$ cat src/rtl/i4001_rom_if.sv
// rtl/i4001_rom_if.sv - MCS-4 multiplexed bus bundle between the CPU side and a 4001 ROM
// Signals:
//   clk1, clk2  two-phase strobes, already synchronised to the system clock
//   sync        CPU SYNC, high during X3
//   cm_rom      CPU CM-ROM line
//   data_in     bus value seen at the pads
//   data_out    bus value driven by the ROM
//   data_dir    1 = ROM drives the bus
// Modports: master = CPU/pad side, slave = ROM side.
interface i4001_rom_if;
    logic       clk1;
    logic       clk2;
    logic       sync;
    logic       cm_rom;
    logic [3:0] data_in;
    logic [3:0] data_out;
    logic       data_dir;

    modport master (
        output clk1, clk2, sync, cm_rom, data_in,
        input  data_out, data_dir
    );

    modport slave (
        input  clk1, clk2, sync, cm_rom, data_in,
        output data_out, data_dir
    );
endinterface

$ cat src/rtl/i4001_rom.sv
// rtl/i4001_rom.sv - 4001 ROM bus responder: instruction fetch plus SRC/WRR/RDR I/O port
// Ports:
//   sysclk    system clock, all state on posedge
//   poc_n     synchronous active-low reset
//   bus       MCS-4 bus (slave modport): clk1, clk2, sync, cm_rom, data_in, data_out, data_dir
//   rom_addr  byte address to the external synchronous ROM array
//   rom_re    one-sysclk read strobe
//   rom_q     ROM data, valid one sysclk after rom_re
//   io_out    I/O output port, written by WRR
//   io_in     I/O input port, read by RDR
module i4001_rom #(
    parameter logic [3:0] CHIP_ID  = 4'h0,
    parameter logic [3:0] IO_RESET = 4'h0
) (
    input  logic        sysclk,
    input  logic        poc_n,
    i4001_rom_if.slave  bus,
    output logic [7:0]  rom_addr,
    output logic        rom_re,
    input  logic [7:0]  rom_q,
    output logic [3:0]  io_out,
    input  logic [3:0]  io_in
);
    typedef enum logic [3:0] {
        S_UNSYNC, S_A1, S_A2, S_A3, S_M1, S_M2, S_X1, S_X2, S_X3
    } state_t;

    state_t     state, state_nxt;
    logic       clk2_q;
    logic       step;
    logic [3:0] bv;
    logic [3:0] a1, a2, addr_lo;
    logic [3:0] opr, opa;
    logic [7:0] rdat;
    logic       rd_pend;
    logic       sel, io_sel, io_cyc;
    logic [3:0] io_rd;

    // Subcycles advance on the falling edge of clk2.
    assign step = clk2_q && !bus.clk2;
    assign bv   = bus.data_dir ? bus.data_out : bus.data_in;

    // a2 is captured at the same moment as the ROM address high nibble,
    // so it doubles as that nibble; addr_lo freezes a1 for the same read.
    assign rom_addr = {a2, addr_lo};

    always_ff @(posedge sysclk) begin
        if (!poc_n) begin
            state  <= S_UNSYNC;
            clk2_q <= 1'b0;
        end else begin
            state  <= state_nxt;
            clk2_q <= bus.clk2;
        end
    end

    always_comb begin
        state_nxt = state;
        if (step) begin
            if (bus.sync) begin
                state_nxt = S_A1;
            end else begin
                case (state)
                    S_UNSYNC: state_nxt = S_UNSYNC;
                    S_A1:     state_nxt = S_A2;
                    S_A2:     state_nxt = S_A3;
                    S_A3:     state_nxt = S_M1;
                    S_M1:     state_nxt = S_M2;
                    S_M2:     state_nxt = S_X1;
                    S_X1:     state_nxt = S_X2;
                    S_X2:     state_nxt = S_X3;
                    S_X3:     state_nxt = S_A1;
                    default:  state_nxt = S_UNSYNC;
                endcase
            end
        end
    end

    // Drive is decoded from the registered state, so it switches on exactly
    // the step that enters or leaves the driving subcycle.
    always_comb begin
        bus.data_dir = 1'b0;
        bus.data_out = 4'h0;
        case (state)
            S_M1: if (sel) begin
                bus.data_dir = 1'b1;
                bus.data_out = rdat[7:4];
            end
            S_M2: if (sel) begin
                bus.data_dir = 1'b1;
                bus.data_out = rdat[3:0];
            end
            S_X2: if (io_cyc && io_sel && opa == 4'hA) begin
                bus.data_dir = 1'b1;
                bus.data_out = io_rd;
            end
            default: ;
        endcase
    end

    always_ff @(posedge sysclk) begin
        if (!poc_n) begin
            a1      <= 4'h0;
            a2      <= 4'h0;
            addr_lo <= 4'h0;
            opr     <= 4'h0;
            opa     <= 4'h0;
            rdat    <= 8'h00;
            rd_pend <= 1'b0;
            rom_re  <= 1'b0;
            sel     <= 1'b0;
            io_sel  <= 1'b0;
            io_cyc  <= 1'b0;
            io_rd   <= 4'h0;
            io_out  <= IO_RESET;
        end else begin
            rom_re  <= 1'b0;
            rd_pend <= rom_re;
            if (rd_pend) begin
                rdat <= rom_q;
            end
            if (step) begin
                case (state)
                    S_A1: a1 <= bv;
                    S_A2: begin
                        a2      <= bv;
                        addr_lo <= a1;
                        rom_re  <= 1'b1;
                    end
                    S_A3: sel <= (bv == CHIP_ID) && bus.cm_rom;
                    S_M1: opr <= bv;
                    S_M2: begin
                        opa    <= bv;
                        io_cyc <= bus.cm_rom && (opr == 4'hE);
                    end
                    // RDR data is frozen on X2 entry so the bus stays stable.
                    S_X1: io_rd <= io_in;
                    S_X2: begin
                        if (bus.cm_rom && !io_cyc) begin
                            io_sel <= (bus.data_in == CHIP_ID);
                        end
                        if (io_cyc && io_sel && opa == 4'h2) begin
                            io_out <= bus.data_in;
                        end
                    end
                    default: ;
                endcase
            end
        end
    end
endmodule

$ cat src/flat_wrapper.sv
// flat-port wrapper written by rule: the top's interface ports become plain ports
module i4001_rom_flat 
#(
    parameter logic [3:0] CHIP_ID  = 4'h0,
    parameter logic [3:0] IO_RESET = 4'h0
)
  (sysclk, poc_n, rom_addr, rom_re, rom_q, io_out, io_in, bus_clk1, bus_clk2, bus_sync, bus_cm_rom, bus_data_in, bus_data_out, bus_data_dir);
  i4001_rom_if bus_i ();
  input  logic sysclk;
  input  logic poc_n;
  output logic [7:0] rom_addr;
  output logic rom_re;
  input  logic [7:0] rom_q;
  output logic [3:0] io_out;
  input  logic [3:0] io_in;
  input wire logic [$bits(bus_i.clk1)-1:0] bus_clk1;
  input wire logic [$bits(bus_i.clk2)-1:0] bus_clk2;
  input wire logic [$bits(bus_i.sync)-1:0] bus_sync;
  input wire logic [$bits(bus_i.cm_rom)-1:0] bus_cm_rom;
  input wire logic [$bits(bus_i.data_in)-1:0] bus_data_in;
  output wire logic [$bits(bus_i.data_out)-1:0] bus_data_out;
  output wire logic [$bits(bus_i.data_dir)-1:0] bus_data_dir;
  assign bus_i.clk1 = bus_clk1;
  assign bus_i.clk2 = bus_clk2;
  assign bus_i.sync = bus_sync;
  assign bus_i.cm_rom = bus_cm_rom;
  assign bus_i.data_in = bus_data_in;
  assign bus_data_out = bus_i.data_out;
  assign bus_data_dir = bus_i.data_dir;
  i4001_rom #(.CHIP_ID(CHIP_ID), .IO_RESET(IO_RESET)) u_core (.sysclk(sysclk), .poc_n(poc_n), .bus(bus_i), .rom_addr(rom_addr), .rom_re(rom_re), .rom_q(rom_q), .io_out(io_out), .io_in(io_in));
endmodule
$ cat config.mk
export PLATFORM = sky130hd
export DESIGN_NAME = i4001_rom_flat
export DESIGN_NICKNAME = d
export VERILOG_FILES = /design/src/rtl/i4001_rom_if.sv /design/src/rtl/i4001_rom.sv /design/src/flat_wrapper.sv
export SDC_FILE = /design/constraint.sdc
export NUM_CORES = 1
export LEC_CHECK = 0
export BUFFER_PORTS_ARGS = -buffer_cell sky130_fd_sc_hd__buf_2
export CAP_MARGIN = 5
export CORE_ASPECT_RATIO = 0.6
export CORE_MARGIN = 1.5
export CORE_UTILIZATION = 45
export CTS_CLUSTER_DIAMETER = 150
export DETAILED_ROUTE_END_ITERATION = 16
export PLACE_DENSITY = 0.73
export SYNTH_ARGS = -nofsm -noshare
export SYNTH_HDL_FRONTEND = slang
export SYNTH_SLANG_ARGS = --single-unit
export TNS_END_PERCENT = 5
$ cat constraint.sdc
create_clock -name sysclk -period 2 [get_ports sysclk]
set_clock_uncertainty 0.2 [all_clocks]
set_input_delay 0 -clock sysclk [delete_from_list [all_inputs] [get_ports sysclk]]
set_output_delay 0 -clock sysclk [all_outputs]
set_load 0.005 [all_outputs]
**Word level (Yosys, flattened, before mapping)**

Memories as Yosys holds them, arrays and structs flattened. A register that Yosys moved wholly into a read port is not among the register bits.
Index checks and enable logic that the tools add are counted.

- Equal/unequal tests: 10
- Mux-type cells: 12
- Reduce and logical (&&, ||, !) cells: 21

Operators with widths:

| kind | number |
|---|---|
| $mux 4 | 7 |
| $eq 4x3->1 const B | 4 |
| $reduce_and 2->1 | 7 |
| $eq 4x2->1 const B | 3 |
| $pmux 4 s3 | 1 |
| $eq 4x4->1 const B | 2 |
| $logic_not 4->1 | 2 |
| $logic_and 1x1->1 | 7 |
| $reduce_and 3->1 | 2 |
| $eq 4x1->1 const B | 1 |
| $mux 1 | 3 |
| $logic_not 1->1 | 2 |
| $pmux 1 s2 | 1 |
| $reduce_or 2->1 | 1 |

- Register bits after elaboration: 46
- ROM bits: 64
- Bits of input ports: 22
- Output and inout bits: 18
- Logic and storage cells: 59
- Memories: 1

Memory list:

| memory | depth | width | rd ports | clocked after Yosys merged registers in | write ports | line | RTL |
|---|---|---|---|---|---|---|---|
| (name not given) | 16 | 4 | 1 | 1 | 0 | i4001_rom.sv:63 | `case (state)` |

**Logic depth before layout (Yosys ltp)**

Gate-level depths: netlist of the first run.

- Depth after elaboration: 7
- Depth in mapped cells: 10
- Mapped depth without buffers: 9

**Worst setup path after synthesis of the first run**

Ideal clock, no wire load.

- Path type: register -> register
- From: reg u_core.state[1]
- To: reg u_core.opr[3]
- Setup time: 0.147 ns
- Arrival: 1.607 ns
- Required time: 1.653 ns
- Path slack: 0.046 ns
- Cell stages (with the launch flop): 7
- Path buffers: 1
- Period minus slack after synthesis: 1.954 ns
- Cells stage by stage: dfxtp_1 > nand2_2 > or4_4 > and2_4 > buf_6 > a21oi_1 > a211oi_1

- Word-level cells in the longest chain between the ends: 4
- Elaborated cells between the ends (all ways): 8
- Those cells by class: 3 x eq/ne; 3 x mux; 2 x reduce/logical

Ends and longest elaborated chain:

| item | line | RTL |
|---|---|---|
| start, declared | i4001_rom.sv:28 | `state_t state, state_nxt;` |
| start signal, assigned | i4001_rom.sv:52 | `state <= state_nxt;` |
| $eq 4x3->1, on equally long branches | i4001_rom.sv:84, i4001_rom.sv:123 |  |
| $reduce_or 2->1 (no line) | - |  |
| $pmux 1 s2 | i4001_rom.sv:84 | `case (state)` |
| $mux 4 | i4001_rom.sv:41 | `assign bv = bus.data_dir ? bus.data_out : bus.data_in;` |
| end signal, assigned | i4001_rom.sv:131 | `S_M1: opr <= bv;` |
| end, declared | i4001_rom.sv:33 | `logic [3:0] opr, opa;` |

Several ways; a longest one is shown, not always the timed one.
A chain may end at the register's enable or synchronous reset.

**Worst setup path in the final report of the first run**

- From: reg u_core.state[3]
- To: reg u_core.sel

- Word-level cells in the longest chain between the ends: 6
- Elaborated cells between the ends (all ways): 11
- Those cells by class: 4 x eq/ne; 3 x mux; 4 x reduce/logical

Ends and longest elaborated chain:

| item | line | RTL |
|---|---|---|
| $eq 4x3->1 | i4001_rom.sv:84 |  |
| $reduce_or 2->1 (no line) | - |  |
| $pmux 1 s2 | i4001_rom.sv:84 |  |
| $mux 4 | i4001_rom.sv:41 |  |
| $logic_not 4->1 | i4001_rom.sv:130 | `S_A3: sel <= (bv == CHIP_ID) && bus.cm_rom;` |
| $logic_and 1x1->1 | i4001_rom.sv:130 |  |
| end signal, assigned | i4001_rom.sv:130 |  |
| end, declared | i4001_rom.sv:36 | `logic sel, io_sel, io_cyc;` |

Several ways; a longest one is shown, not always the timed one.

==> results.py, run 1 <==
metrics = {
    "cells_and_area": {
        "fillerInstances": 422,
        "final_util": 0.615,
        "drive_gt1_frac": 0.260,
        "multi_input_area_um2": 1050,
        "diodes": 0,
        "seqCellArea_um2": 1000,
        "areaGrowthSynthToFinish_pct": 32.2,
        "final_nets": 326,
    },
    "timing": {
        "fmax_ghz": 0.516,
        "setup_violations": 0,
        "finalHoldViolations": 0,
        "finalCritPeriodShare": 0.969,
        "fin_ws_ps": 61.6,
        "maxSlewViolCount": 0,
        "period_needed_ps": 1940,
        "relSlewSlack": 0.680,
        "tns_ps": 0,
        "rsz0062_at_grt": "yes",
        "tightest_slew_ps": 479,
    },
    "cts": {
        "ctsRootBufferMaster": "clkbuf_8",
        "cts.htree.levels": 2,
        "clockBufferDepth": 2,
        "cts_buffers": 5,
        "clk_pin_slew_ps": 90,
        "insertion_delay_ps": 300,
        "post_cts_buffers": 0,
        "cts_tree": "built",
        "clock-sinks": 50,
    },
    "logic_synthesis": {
        "synth_area_um2": 2110,
        "synth_ff_type": "dfxtp_1",
        "synth_xor_area_frac": 0,
        "avgSynthCellArea_um2": 9.42,
        "syn_inst": 224,
        "yosysTopAreaCellShare": 0.474,
        "synth.mux.area_fraction": 0.123,
        "synth_edf_count": 0,
        "synth.top_cells.by_area": "dfxtp_1 47%, mux2i_1 12%, nor2_1 7.6%",
        "synth_most_common_cell": "dfxtp_1",
        "synth_common_cells": "50 x dfxtp_1, 43 x nor2_1, 26 x mux2i_1, 12 x a211oi_1, 12 x a21oi_1",
        "synth-adder-area-share": 0.0237,
        "synth_top_family_by_area": "simple AND/OR/NAND/NOR gates",
        "yosys.area_share.simple": 0.216,
        "async_flop_share": 0,
        "synth_top_cell_by_area": "dfxtp_1",
        "ys_warn_count": 0,
        "ys_ff_latch": 50,
        "synth_seq_area_share": 0.474,
        "syn-num-nets": 250,
        "synth_compound_area_frac": 0.126,
        "synth.distinct_cells": 43,
    },
    "worst_setup_path": {
        "crit_required_ps": 2020,
        "path_class": "flop to flop",
        "path_max_fanout": 7,
        "end_kind": "flop",
        "critPathLaunchType": "flop",
        "crit_buf_inv": 0,
        "critical-path-max-stage-delay_ps": 500,
        "path_delay_family": "simple AND/OR/NAND/NOR gates",
        "critPathArrivalTime_ps": 1960,
        "crit_chain": "nand3b_1, or4_4, and2_4, a21o_1, o31ai_2",
        "slowest_stage": "or4_4",
    },
    "floorplan": {
        "die_x_um": 91.4,
        "row_count": 19,
        "fp.dieArea_um2": 5120,
        "fp.coreArea_um2": 4540,
        "ios": 40,
        "die_h_um": 56.1,
        "start_util": 0.465,
    },
    "route": {
        "drt-total-wl_um": 5190,
        "vias_per_cell": 5.27,
        "drt-initial-drc-count": 132,
        "drt-pass1-iter-count": 4,
        "final_antenna_net_count": 0,
        "wl_per_cell_um": 14.3,
        "drcViolationCount": 0,
        "num_vias": 1914,
    },
    "global_routing": {
        "antenna_found_initial": 0,
        "grt_max_degree": 23,
        "grt_use_total": 0.219,
        "grt_pass1_vias": 1795,
        "overflow": 0,
        "grt_pass1_wl_um": 8650,
    },
    "power_and_ir_drop": {
        "power_density_nw_per_um2": 601,
        "fin_total_pwr_w": 0.00168,
        "p_leak_nw": 1.15,
        "ir_drop_v": 0.000288,
    },
    "placed_design": {
        "routabilityCongestion": 0.850,
        "dp_slack_ps": 51.0,
        "numPortBuffers": 38,
        "dp_hpwl_um": 3750,
    },
    "worst_hold_path": {
        "hold_path_class": "primary input to flop",
    },
    "outcome": {
        "status": "completed",
    },
    "job": {
        "cap_violations": 0,
    },
}
## metrics by stage
stage | hold slack, ps | instances | cell area (µm²)
final | 57.5 | 363 | 2790
after global routing | 93.7 | 363 | 2790
after CTS | 85.4 | 363 | 2770
after detailed placement | 46.6 | 335 | 2480
after global placement | 31.3 | 335 | 2480
after floorplan | -78.3 | 224 | 2110
## layout by cell type, fill, tap and decap left out, drive strengths merged, types with 3 or more instances in the layout
cell	count
mux2i	26
nand2b	5
dfxtp	50
a211oi	12
and2	5
clkbuf	7
dlygate4sd3	21
o2bb2ai	3
nand3b	3
nand2	4
ha	4
nor2	43
nor3	7
o21ai	6
nand3	5
inv	6
buf	59
a21oi	12
## report_power, final
group | internal, W | leakage [nW] | switching, W
registers | 0.000999 | 0.404 | 0.00000267
logic | 0.0000628 | 0.706 | 0.0000593
clock network | 0.000242 | 0.0383 | 0.000313
## routing by layer
| metal | GRT usage | up-vias | share of wire |
|---|---|---|---|
| met5 | 0 | - | 0 |
| met4 | 0.0826 | 0 | 0.016 |
| met3 | 0.0437 | 8 | 0.045 |
| met2 | 0.314 | 46 | 0.42 |
| met1 | 0.322 | 923 | 0.52 |
| li1 | - | 937 | - |
## worst register-to-register path, delay by kind of cell (launching register included)
family / cells / cell delay, ps
DFF: 1 / 350
AOI/OAI and AO/OA: 2 / 430
and+or+nand+nor: 3 / 880
## final timing paths
path,from,end,slack [ps],cells after the start
worst max-delay path,u_core.state[3],u_core.sel,60,5
worst min-delay path,bus_clk2,u_core.state[0],60,4
worst max register to register,u_core.state[3],u_core.sel,60,5
worst min register to register,u_core.rom_re,u_core.rd_pend,280,1
## final cells by class
class	instances	area share
Clock buffer	7	0.0273
Inverter	6	0.00807
Multi-Input combinational cell	157	0.376
Sequential cell	50	0.359
Tap cell	63	0.0282
Timing Repair Buffer	80	0.201
## timing repair
| action | in CTS | in global routing |
|---|---|---|
| resized for setup | 0 | 7 |
| endpoints found under the hold margin | 28 | 0 |
| hold buffers | 21 | 0 |
| endpoints found under the setup margin | 0 | 17 |
## kinds of logic (layout without fill, tap and decap cells)
| group | after synthesis | in the layout |
|---|---|---|
| AND/OR/NAND/NOR | 87 | 87 |
| flip-flops | 50 | 50 |
| AO/OA/AOI/OAI | 40 | 40 |
| multiplexers | 26 | 26 |
| buffers and inverters | 17 | 93 |
| adder cells (fa/ha/maj) | 4 | 4 |
## registers in the layout, summed over array words and instances (netlist names), named ones only
name            flops
u_core.io_cyc       1
u_core.io_out       4
u_core.rdat         8
u_core.sel          1
u_core.opa          4
u_core.clk2_q       1
u_core.state        4
u_core.io_rd        4
u_core.opr          4
u_core.addr_lo      4
u_core.rd_pend      1
u_core.a2           4
u_core.rom_re       1
u_core.io_sel       1
u_core.a1           4
No activity file was read; power rests on OpenSTA's default activity.
==> inputs of run 2 (changes only) <==
ABC_AREA = 1   (was default)
GPL_ROUTABILITY_DRIVEN = 0   (was default)
PLACE_DENSITY = 0.72   (was 0.73)
==> results.py, run 2 <==
metrics = {
    "outcome": {
        "status": "completed",
    },
    "timing": {
        "tns_ps": 0,
        "relSlewSlack": 0.760,
        "finalCritPeriodShare": 0.924,
        "period_needed_ps": 1850,
        "tightest_slew_ps": 359,
        "fmax_ghz": 0.541,
        "maxSlewViolCount": 0,
        "rsz0062_at_grt": "no",
        "finalHoldViolations": 0,
        "setup_violations": 0,
    },
    "power_and_ir_drop": {
        "p_switching_w": 0.000413,
        "clkPwrFrac": 0.432,
        "power_density_nw_per_um2": 686,
        "p_int_w": 0.00156,
        "ir_drop_v": 0.000396,
        "pwr-share-seq": 0.509,
        "swShare": 0.209,
        "comb_power_share": 0.060,
        "p_leak_nw": 1.39,
    },
    "route": {
        "wl_per_cell_um": 12.1,
        "vias_per_cell": 4.78,
        "drt-pass1-iter-count": 4,
        "drt-total-wl_um": 5300,
        "final_antenna_net_count": 0,
        "num_vias": 2094,
        "drcViolationCount": 0,
        "drt-initial-drc-count": 117,
    },
    "logic_synthesis": {
        "synth_compound_area_frac": 0.150,
        "synth_xor_area_frac": 0,
        "synth_common_cells": "50 x dfxtp_1, 49 x inv_1, 44 x nand2_1, 36 x nor2_1, 30 x o21ai_0",
        "synth_most_common_cell": "dfxtp_1",
        "synth.distinct_cells": 29,
        "synth.mux.area_fraction": 0,
        "async_flop_share": 0,
        "syn_inst": 302,
        "synth.top_cells.by_area": "dfxtp_1 45%, inv_1 8.3%, nand2_1 7.5%",
        "syn-num-nets": 328,
        "ys_ff_latch": 50,
        "avgSynthCellArea_um2": 7.30,
        "synth_seq_area_share": 0.454,
        "synth_edf_count": 0,
        "synth_top_family_by_area": "simple AND/OR/NAND/NOR gates",
        "synth_area_um2": 2210,
        "yosysTopAreaCellShare": 0.454,
        "yosys.area_share.simple": 0.265,
        "synth-adder-area-share": 0.0227,
        "ys_warn_count": 0,
        "synth_top_cell_by_area": "dfxtp_1",
        "synth_ff_type": "dfxtp_1",
    },
    "cells_and_area": {
        "finalInstanceArea_um2": 2880,
        "final_common_cell": "dfxtp_1",
        "final_nets": 400,
        "drive_gt1_frac": 0.192,
        "mostFrequentLayoutCells": "50 x dfxtp_1, 49 x inv_1, 44 x nand2_1",
        "top_register": "u_core.rdat",
        "diodes": 0,
        "largest_reg_flops": 8,
        "areaGrowthSynthToFinish_pct": 30.3,
        "fillerInstances": 435,
    },
    "floorplan": {
        "die_x_um": 93.4,
        "row_count": 19,
        "ios": 40,
        "die_h_um": 57.2,
        "fp.dieArea_um2": 5340,
        "start_util": 0.476,
        "fp.coreArea_um2": 4640,
    },
    "worst_setup_path": {
        "reg2reg_from": "u_core.state[0]",
        "crit_required_ps": 1990,
        "critPathLaunchType": "flop",
        "path_class": "flop to flop",
        "end_kind": "flop",
        "ff2ff_setup_slack_ps": 150,
        "r2r_end": "u_core.sel",
        "path_max_fanout": 7,
        "critPathArrivalTime_ps": 1840,
        "reg2reg_depth": 9,
    },
    "global_routing": {
        "grt_pass1_wl_um": 8610,
        "antenna_found_initial": 0,
        "grt_pass1_vias": 1801,
        "grt_use_total": 0.210,
        "grt_max_degree": 24,
        "overflow": 0,
    },
    "worst_hold_path": {
        "holdPathEnd": "u_core.rdat[0]",
        "min_path_cells": 4,
        "min-delay-start": "rom_q[0]",
        "hold_path_class": "primary input to flop",
    },
    "placed_design": {
        "dpl_cell_area_um2": 2500,
        "dp_hpwl_um": 3810,
        "numPortBuffers": 38,
    },
    "cts": {
        "clk_pin_slew_ps": 90,
        "clockBufferDepth": 2,
        "clock-sinks": 50,
        "ctsRootBufferMaster": "clkbuf_8",
        "cts_buffers": 5,
        "post_cts_resized": 0,
        "cts_tree": "built",
        "cts.htree.levels": 2,
        "insertion_delay_ps": 310,
    },
    "job": {
        "cap_violations": 0,
    },
}
-- run 2: cell count changes in the layout (fill, tap and decap cells not counted), sizes merged, moves of 3 or more --
cell / change
nand2: +43
nor2: -4
mux2i: -26
nand3: +22
nor3: -5
and2: -5
a211oi: -12
nand2b: -5
inv: +47
a21oi: +15
nand4: +6
buf: -9
o21ai: +26
o2bb2ai: -3
-- run 2: stage by stage --
step | utilization | total power (W) | hold slack [ps] | cells | setup WS, ps
after detailed placement | 0.539 | 0.00111 | 28.1 | 405 | 147
final | 0.620 | 0.00197 | 247 | 438 | 152
after global placement | 0.539 | 0.00111 | 20.8 | 405 | 206
after global routing | 0.620 | 0.00205 | 260 | 438 | 18.0
after floorplan | - | 0.00107 | -107 | 302 | 309
after CTS | 0.614 | 0.00198 | 236 | 434 | 119
-- run 2: final cells by class --
class	instances	area (µm²)	area share
clock inverters	3	68.8	0.0239
clock buffers	5	68.8	0.0239
well taps	63	78.8	0.0274
repair buffers	71	490	0.171
multi-input cells	193	966	0.336
inverters	53	201	0.0701
flip-flops and latches	50	1000	0.348
-- run 2: per-layer routing --
| metal | routed length, µm | global-route usage | share of wire |
|---|---|---|---|
| met1 | 2750 | 0.308 | 0.52 |
| met2 | 2120 | 0.305 | 0.40 |
| met3 | 368 | 0.0507 | 0.069 |
| met4 | 62 | 0.0649 | 0.012 |
| met5 | 0 | 0 | 0 |
-- run 2: worst max-delay path by stage --
stage | start | endpoint | slack [ps] | cells past startpoint
finish | u_core.state[0] | u_core.sel | 150 | 9
global route | u_core.state[3] | u_core.sel | 20 | 9
CTS | u_core.clk2_q | flop | 120 | 7
detailed placement | u_core.clk2_q | flop | 150 | 7
global placement | u_core.clk2_q | flop | 210 | 7
floorplan | u_core.clk2_q | flop | 310 | 8
-- run 2: power by group through the flow --
| stage | Clock [W] | Combinational (W) | Sequential, W |
|---|---|---|---|
| after global placement | 0 | 0.0000805 | 0.00103 |
| after floorplan | 0 | 0.0000439 | 0.00102 |
| final | 0.000852 | 0.000118 | 0.00100 |
| after CTS | 0.000865 | 0.000112 | 0.00100 |
| after detailed placement | 0 | 0.0000811 | 0.00103 |
| after global routing | 0.000913 | 0.000129 | 0.00100 |
-- run 2: kinds of logic after synthesis --
logic type,after synthesis
fa+ha+maj,4
simple gates,126
buf+inv,59
compound gates,63
flops,50
-- run 2: worst max-delay path: stages, from the launching register on --
cell and delay, ps:
dfxtp_1 510, nand2_1 100, nor2_1 250, nand2_1 100
nand2_1 80, nand2_1 70, nand3_1 200, nor2_1 60
nand3_1 90, a21oi_1 60
-- run 2: what timing repair did --
action | in CTS | in global routing
setup endpoints to repair | 0 | 1
endpoints found under the hold margin | 30 | 0
setup buffers | 0 | 4
hold buffers | 21 | 0
==> inputs of run 3 (changes only) <==
REMOVE_ABC_BUFFERS = 1   (was default)
SKIP_CTS_REPAIR_TIMING = 1   (was default)
TNS_END_PERCENT = 30   (was 5)
==> results.py, run 3 (synthesized netlist as in run 2, its figures left out) <==
metrics = {
    "timing": {
        "fmax_ghz": 0.527,
        "finalCritPeriodShare": 0.949,
        "period_needed_ps": 1900,
        "tightest_slew_ps": 354,
        "relSlewSlack": 0.761,
        "setup_violations": 0,
        "maxSlewViolCount": 0,
        "rsz0062_at_grt": "yes",
        "hold-worst-slack_ps": -33.2,
        "finalHoldViolations": 3,
    },
    "worst_hold_path": {
        "hold_path_class": "primary input to flop",
    },
    "cts": {
        "clock-sinks": 50,
        "insertion_delay_ps": 310,
        "cts.htree.levels": 2,
        "cts_tree": "built",
        "clockBufferDepth": 2,
        "ctsRootBufferMaster": "clkbuf_8",
        "clk_pin_slew_ps": 90,
        "cts_buffers": 5,
    },
    "cells_and_area": {
        "finalInstanceArea_um2": 2870,
        "drive_gt1_frac": 0.191,
        "mostFrequentLayoutCells": "50 x dfxtp_1, 49 x inv_1, 44 x nand2_1",
        "final_nets": 397,
        "areaGrowthSynthToFinish_pct": 30.0,
        "final_common_cell": "dfxtp_1",
        "top_register": "u_core.rdat",
        "fin_cells": 435,
        "final_util": 0.619,
        "largest_reg_flops": 8,
        "diodes": 0,
    },
    "worst_setup_path": {
        "path_delay_family": "simple AND/OR/NAND/NOR gates",
        "ff2ff_setup_slack_ps": 100,
        "slowest_stage": "dfxtp_1",
        "path_class": "flop to flop",
        "path_max_fanout": 10,
        "critical-path-max-stage-delay_ps": 310,
        "crit_buf_inv": 2,
        "end_kind": "flop",
        "critPathLaunchType": "flop",
        "crit_chain": "inv_1, nor2_4, nor2_1, a31oi_1, nor2_1, ha_1, or2_2, inv_1",
        "crit_required_ps": 2060,
        "critPathArrivalTime_ps": 1960,
    },
    "job": {
        "cap_violations": 0,
    },
    "global_routing": {
        "grt_pass1_wl_um": 8510,
        "grt_max_degree": 23,
        "antenna_found_initial": 0,
        "grt_use_total": 0.208,
        "grt_pass1_vias": 1826,
        "overflow": 0,
    },
    "route": {
        "drt-pass1-iter-count": 5,
        "drcViolationCount": 0,
        "drt-total-wl_um": 5300,
        "final_antenna_net_count": 0,
        "wl_per_cell_um": 12.2,
        "drt-initial-drc-count": 137,
        "vias_per_cell": 4.83,
        "num_vias": 2103,
    },
    "floorplan": {
        "start_util": 0.476,
        "die_x_um": 93.4,
        "die_h_um": 57.2,
        "fp.dieArea_um2": 5340,
        "fp.coreArea_um2": 4640,
        "row_count": 19,
        "ios": 40,
    },
    "placed_design": {
        "dpl_cell_area_um2": 2500,
        "numPortBuffers": 38,
        "dp.cells": 406,
        "dp_hpwl_um": 3690,
    },
    "power_and_ir_drop": {
        "ir_drop_v": 0.000505,
        "power_density_nw_per_um2": 694,
        "p_leak_nw": 1.39,
    },
    "outcome": {
        "violations": "hold timing",
        "status": "finished, violations left",
    },
}
## run 3: through the flow
stage                     TNS (ps)  power (W)  setup slack [ps]  hold slack [ps]
after CTS                        0    0.00197               108             -288
after detailed placement         0    0.00111               134             29.5
final                            0    0.00199               102            -33.2
after global placement           0    0.00111               167             24.7
after floorplan                  0    0.00106               280             -107
after global routing         -29.1    0.00206             -29.1             16.9
## run 3: layout make-up
type,instances,area [µm²]
Clock inverter,2,60.1
Timing Repair Buffer,68,468
Inverter,53,201
Clock buffer,6,82.6
Tap cell,63,78.8
Multi-Input combinational cell,193,976
Sequential cell,50,1000
Fill cell,439,1770
## run 3: where the power goes
part	switching (W)	internal, W	leakage (nW)
Combinational	0.0000603	0.0000572	0.912
Clock	0.000338	0.000533	0.0714
Sequential	0.00000298	0.000999	0.403
## run 3: routing by layer
metal | routed length (µm) | track usage | up-vias
li1 | - | - | 1111
met4 | 51 | 0.0563 | 0
met5 | 0 | 0 | -
met1 | 2750 | 0.306 | 913
met3 | 357 | 0.0600 | 8
met2 | 2140 | 0.298 | 71
## run 3: final timing paths
check                start               to  cells past startpoint
min               bus_clk2  u_core.state[1]                      5
max reg2reg  u_core.clk2_q             flop                      8
min reg2reg  u_core.rom_re   u_core.rd_pend                      2
max          u_core.clk2_q             flop                      8
## run 3: tightest hold or removal path, stage by stage
cell and delay (ps):
buf_2 110, nor2_4 70, nor2_1 100, a31oi_1 70, nor2_1 90
